## config.mk

```make
export PLATFORM = sky130hd
export DESIGN_NAME = moore_fsm
export DESIGN_NICKNAME = d
export VERILOG_FILES = /design/src/rtl/moore_fsm_pkg.sv /design/src/rtl/moore_fsm.sv
export SDC_FILE = /design/constraint.sdc
export NUM_CORES = 1
export LEC_CHECK = 0
export CAP_MARGIN = 10
export CORE_AREA = 2 2 39 41
export CTS_CLUSTER_SIZE = 40
export DETAILED_ROUTE_END_ITERATION = 16
export DIE_AREA = 0 0 41 43
export PLACE_DENSITY = 0.33
export REMOVE_ABC_BUFFERS = 1
export SYNTH_ARGS = -nofsm -noshare
export SYNTH_HDL_FRONTEND = slang
export SYNTH_SLANG_ARGS = --single-unit
```

## constraint.sdc

```tcl
create_clock -name clk -period 2.7 [get_ports clk]
set_clock_uncertainty 0.2 [all_clocks]
set_input_delay 0.405 -clock clk [delete_from_list [all_inputs] [get_ports clk]]
set_output_delay 0.405 -clock clk [all_outputs]
set_load 0.1 [all_outputs]
```

## src/rtl/moore_fsm_pkg.sv

```systemverilog
// Shared constants and state type for the 4-4-2-8 digit sequence detector.
package moore_fsm_pkg;

  localparam int N = 4;

  localparam logic [N-1:0] SEQ0 = 4'd4;
  localparam logic [N-1:0] SEQ1 = 4'd4;
  localparam logic [N-1:0] SEQ2 = 4'd2;
  localparam logic [N-1:0] SEQ3 = 4'd8;

  typedef enum logic [2:0] {
    IDLE = 3'd0,
    S0   = 3'd1,
    S1   = 3'd2,
    S2   = 3'd3,
    S3   = 3'd4,
    DET  = 3'd5
  } state_t;

endpackage

```

## src/rtl/moore_fsm.sv

```systemverilog
// Moore FSM detecting digit sequence 4,4,2,8 with overlap.
// The flag decodes the registered state only.
module moore_fsm
  import moore_fsm_pkg::*;
(
  input  logic         clk,
  input  logic         asyn_n_rst,
  input  logic         start,
  input  logic [N-1:0] digit_in,
  output logic         sequence_detected
);

  state_t r_state;
  state_t w_next;

  always_ff @(posedge clk) begin
    if (asyn_n_rst) r_state <= IDLE;
    else            r_state <= w_next;
  end

  // start re-arms from any armed state before digits are considered
  always_comb begin
    w_next = IDLE;
    unique case (r_state)
      IDLE: w_next = start ? S0 : IDLE;
      S0: begin
        if (start)                 w_next = S0;
        else if (digit_in == SEQ0) w_next = S1;
        else                       w_next = S0;
      end
      S1: begin
        if (start)                 w_next = S0;
        else if (digit_in == SEQ1) w_next = S2;
        else                       w_next = S0;
      end
      S2: begin
        if (start)                 w_next = S0;
        else if (digit_in == SEQ2) w_next = S3;
        else if (digit_in == SEQ1) w_next = S2;
        else                       w_next = S0;
      end
      S3: begin
        if (start)                 w_next = S0;
        else if (digit_in == SEQ3) w_next = DET;
        else if (digit_in == SEQ0) w_next = S1;
        else                       w_next = S0;
      end
      DET: begin
        if (start)                 w_next = S0;
        else if (digit_in == SEQ0) w_next = S1;
        else                       w_next = S0;
      end
      default: w_next = IDLE;
    endcase
  end

  assign sequence_detected = (r_state == DET);

endmodule

```

Word-level counts from Yosys, hierarchy flattened
Index checks and enable logic that the tools add are counted.
{ "totals": {"word_cells": 21, "ff_bits": 3, "out_inout_bits": 1, "in_bits": 7} }
{ "classes": {"muxes": 10, "n_reduce_logical": 2, "eq_ne": 8} }
{ "op_table": {"columns": ["op", "n"], "rows": [
  ["3-bit one-hot mux with 5 select lines", 1],
  ["3-bit two-way mux", 4],
  ["2-bit two-way mux", 4],
  ["3-bit by 2-bit equality test with 1-bit output, second input constant", 2],
  ["3-bit equality test, second input constant", 2],
  ["4-bit by 2-bit equality test with 1-bit output, second input constant", 1],
  ["4-bit by 3-bit equality test with 1-bit output, second input constant", 1],
  ["4-bit equality test, second input constant", 1],
  ["3-bit by 1-bit equality test with 1-bit output, second input constant", 1],
  ["3-bit logical NOT", 1],
  ["2-bit OR reduction", 1],
  ["1-bit two-way mux", 1]
]} }

Longest topological paths before layout
{ "depth": {"word_depth": 5, "depth_mapped": 3, "mapped_depth_nobuf": 3} }

Worst setup path before layout
OpenSTA, ideal clock, no wires.
{ "synth_path": {"kind": "register -> output", "startpoint": "reg r_state[2]", "endpoint": "out sequence_detected", "arrival_ns": 0.898, "setup_slack_ns": 1.197, "required_time_ns": 2.095, "path_stages_with_launch": 2, "n_path_buf": 0, "path_cell_list": "dfxtp_1 and3b_2"} }
{ "synth_via": {"elab_chain_cells": 1} }
{ "synth_rtl": {"columns": ["item", "line_no", "rtl"], "rows": [
  ["from (decl)", "moore_fsm.sv:13", "state_t r_state;"],
  ["from (signal assigned)", "moore_fsm.sv:18", "else r_state <= w_next;"],
  ["3-bit equality test", "moore_fsm.sv:57", "assign sequence_detected = (r_state == DET);"],
  ["to (decl)", "moore_fsm.sv:10", "output logic sequence_detected"]
]} }
No other way between the ends.

Worst setup path in the final report
Same ends and word-level chain as after synthesis.

==> impl_metrics.py <==
metrics = {
    "cells_and_area": {
        "largest_reg_flops": 3,
        "diodes": 0,
        "seq_area_um2": 60.1,
        "fillers": 162,
        "regMostFlops": "r_state",
        "layout_common_cells": "clkdlybuf4s50_1, nor2_1, clkbuf_4, dfxtp_1",
        "final_common_cell": "clkdlybuf4s50_1",
        "nets": 41,
        "areaGrowthSynthToFinish_pct": 64.1,
        "largest_registers": "r_state: 3 flops",
        "layout-drive-gt1-share_pct": 15.2,
        "multiInputGateArea_um2": 114,
        "finalNonFillerCells": 49,
    },
    "power_and_ir_drop": {
        "total_power_w": 0.000146,
        "vdd.ir_drop.worst_mv": 0.105,
        "p_leak_nw": 0.112,
        "powerDensity_mw_per_mm2": 499,
    },
    "die": {
        "io_pins": 8,
        "die_y_um": 43,
        "initial_core_util_pct": 12.8,
        "core-area_mm2": 0.00138,
        "fp-row-count": 14,
        "die_w_um": 41,
        "die_area_mm2": 0.00176,
    },
    "yosys": {
        "synth_top_family_by_area": "simple AND/OR/NAND/NOR gates",
        "synth.mux.area_fraction_pct": 0,
        "postSynthRegisterBits": 3,
        "yosysSeqAreaShare_pct": 33.8,
        "synth_adder_area_share_pct": 0,
        "postSynthAreaPerCell_um2": 8.08,
        "synth_cells": 22,
        "synth_xor_xnor_area_share_pct": 0,
        "synth_compound_area_share_pct": 20.4,
        "ys_types": 16,
        "syn_area_um2": 178,
        "synthSimpleGateAreaFrac_pct": 43.7,
        "synth_warnings": 0,
    },
    "drt": {
        "ant_nets": 0,
        "routed_via_density": 4.37,
        "routed-via-count": 214,
        "wirelength_um": 521,
        "drtIter0Drc": 10,
        "drcViolationCount": 0,
        "wire_per_inst_um": 10.6,
        "dr.pass1.iters": 4,
    },
    "clock_tree": {
        "cts_buffers": 3,
        "clockBufferDepth": 2,
        "cts_sinks": 3,
        "cts_tree": "built",
        "htree_levels": 1,
        "clkTransAtPathRegs_ns": 0.04,
        "clk_latency_ns": 0.23,
        "cts-root-buf": "clkbuf_4",
        "post_cts_resize_count": 0,
        "post_cts_buffers": 0,
        "hold_buffers": 0,
    },
    "critical_path": {
        "ff2ff_path_depth": 3,
        "r2r-start": "r_state[1]$_SDFF_PP0_",
        "cp-start-kind": "register",
        "critPathMaxFanout": 7,
        "worstPathRequired_ns": 2.10,
        "arrival_ns": 1.13,
        "path_class": "register to primary output",
        "r2r_end": "r_state[2]$_SDFF_PP0_",
        "r2r_slack_ns": 1.27,
        "cp-end-kind": "primary output",
    },
    "sta": {
        "tightest_slew_ns": 0.278,
        "slew_headroom_pct": 81.6,
        "fmax_ghz": 0.576,
        "fin_tns_setup_ns": 0,
        "drv_slew": 0,
        "hold_viol": 0,
        "min_period_ns": 1.74,
        "finalCritPeriodShare_pct": 64.3,
        "setup_viol": 0,
        "rsz0062_at_grt": "false",
    },
    "worst_hold_path": {
        "worstHoldStart": "r_state[0]$_SDFF_PP0_",
        "min_path_type": "register to register",
        "min_path_cells": 2,
        "min_to": "r_state[1]$_SDFF_PP0_",
    },
    "global_route": {
        "grt_pass1_vias": 198,
        "grt_first_pass_wirelength_um": 696,
        "antenna_found_initial": 0,
        "grt_overflow": 0,
        "grt_usage_pct": 6.63,
        "grt_max_degree": 8,
    },
    "job": {
        "drv_cap": 0,
    },
    "placed_design": {
        "io_buffers": 7,
        "dp.cells": 45,
        "hpwl_um": 379,
        "gp_congestion": 0.559,
    },
    "outcome": {
        "status": "finished clean",
    },
}
## metrics by stage
step           instance area (um2)  util, %  hold slack, ns  setup slack, ns
2_1_floorplan                  178        -           0.343             1.20
3_5_place_dp                   265     19.2           0.408            0.809
3_3_place_gp                   265     19.2           0.428            0.814
5_1_grt                        292     21.1           0.462            0.923
6_report                       292     21.1           0.417            0.963
4_1_cts                        292     21.1           0.423            0.951
## worst max-delay path: stages (launching register included)
cell	delay [ns]
dfxtp_1	0.41
and3b_2	0.21
buf_4	0.28
## worst max-delay path by stage
| stage | from | to | slack (ns) | cells after the start |
|---|---|---|---|---|
| after floorplan | r_state[2]$_SDFF_PP0_ | sequence_detected | 1.20 | 1 |
| final | r_state[2]$_SDFF_PP0_ | sequence_detected | 0.96 | 2 |
| after global routing | r_state[2]$_SDFF_PP0_ | sequence_detected | 0.92 | 2 |
| after global placement | digit_in[1] | r_state[2]$_SDFF_PP0_ | 0.81 | 4 |
| after CTS | r_state[2]$_SDFF_PP0_ | sequence_detected | 0.95 | 2 |
| after detailed placement | digit_in[1] | r_state[2]$_SDFF_PP0_ | 0.81 | 4 |
## final cells by class
| class | instances | area share, % |
|---|---|---|
| multi-input combinational | 18 | 39.1 |
| sequential | 3 | 20.6 |
| timing repair buffer | 7 | 23.2 |
| clock buffer | 4 | 9.01 |
| tap | 16 | 6.87 |
| inverter | 1 | 1.29 |
## synth_stat cells
library cell | n | area (um2)
o22ai_1 | 1 | 6.26
a21oi_1 | 1 | 5.00
or4b_1 | 1 | 10.0
a211o_1 | 1 | 8.76
nand2b_1 | 1 | 6.26
o31ai_1 | 1 | 7.51
nor2_1 | 3 | 11.3
and3_1 | 1 | 6.26
inv_1 | 1 | 3.75
a311oi_1 | 1 | 8.76
nor3_1 | 2 | 10.0
and3b_2 | 1 | 10.0
nand2_1 | 1 | 3.75
nor4_1 | 2 | 12.5
dfxtp_1 | 3 | 60.1
nand3b_1 | 1 | 7.51
## per-layer routing
metal / GRT usage, % / vias to the layer above / share of wire (%)
met3: 3.14 / 0 / 10
met1: 5.79 / 98 / 40
met5: 0 / - / 0
met4: 8.00 / 0 / 0
met2: 9.38 / 9 / 50
li1: - / 107 / -
## logic make-up (layout without fill, tap and decap cells)
family / after synthesis / after routing
compound gates: 5 / 5
buf+inv: 1 / 12
simple gates: 13 / 13
flops: 3 / 3
## power by group
part,internal [W],switching [W],total [W]
clock,0.0000553,0.0000220,0.0000773
combinational,0.0000120,0.00000715,0.0000192
sequential,0.0000465,0.00000257,0.0000491
(Power assumes the default switching activity.)
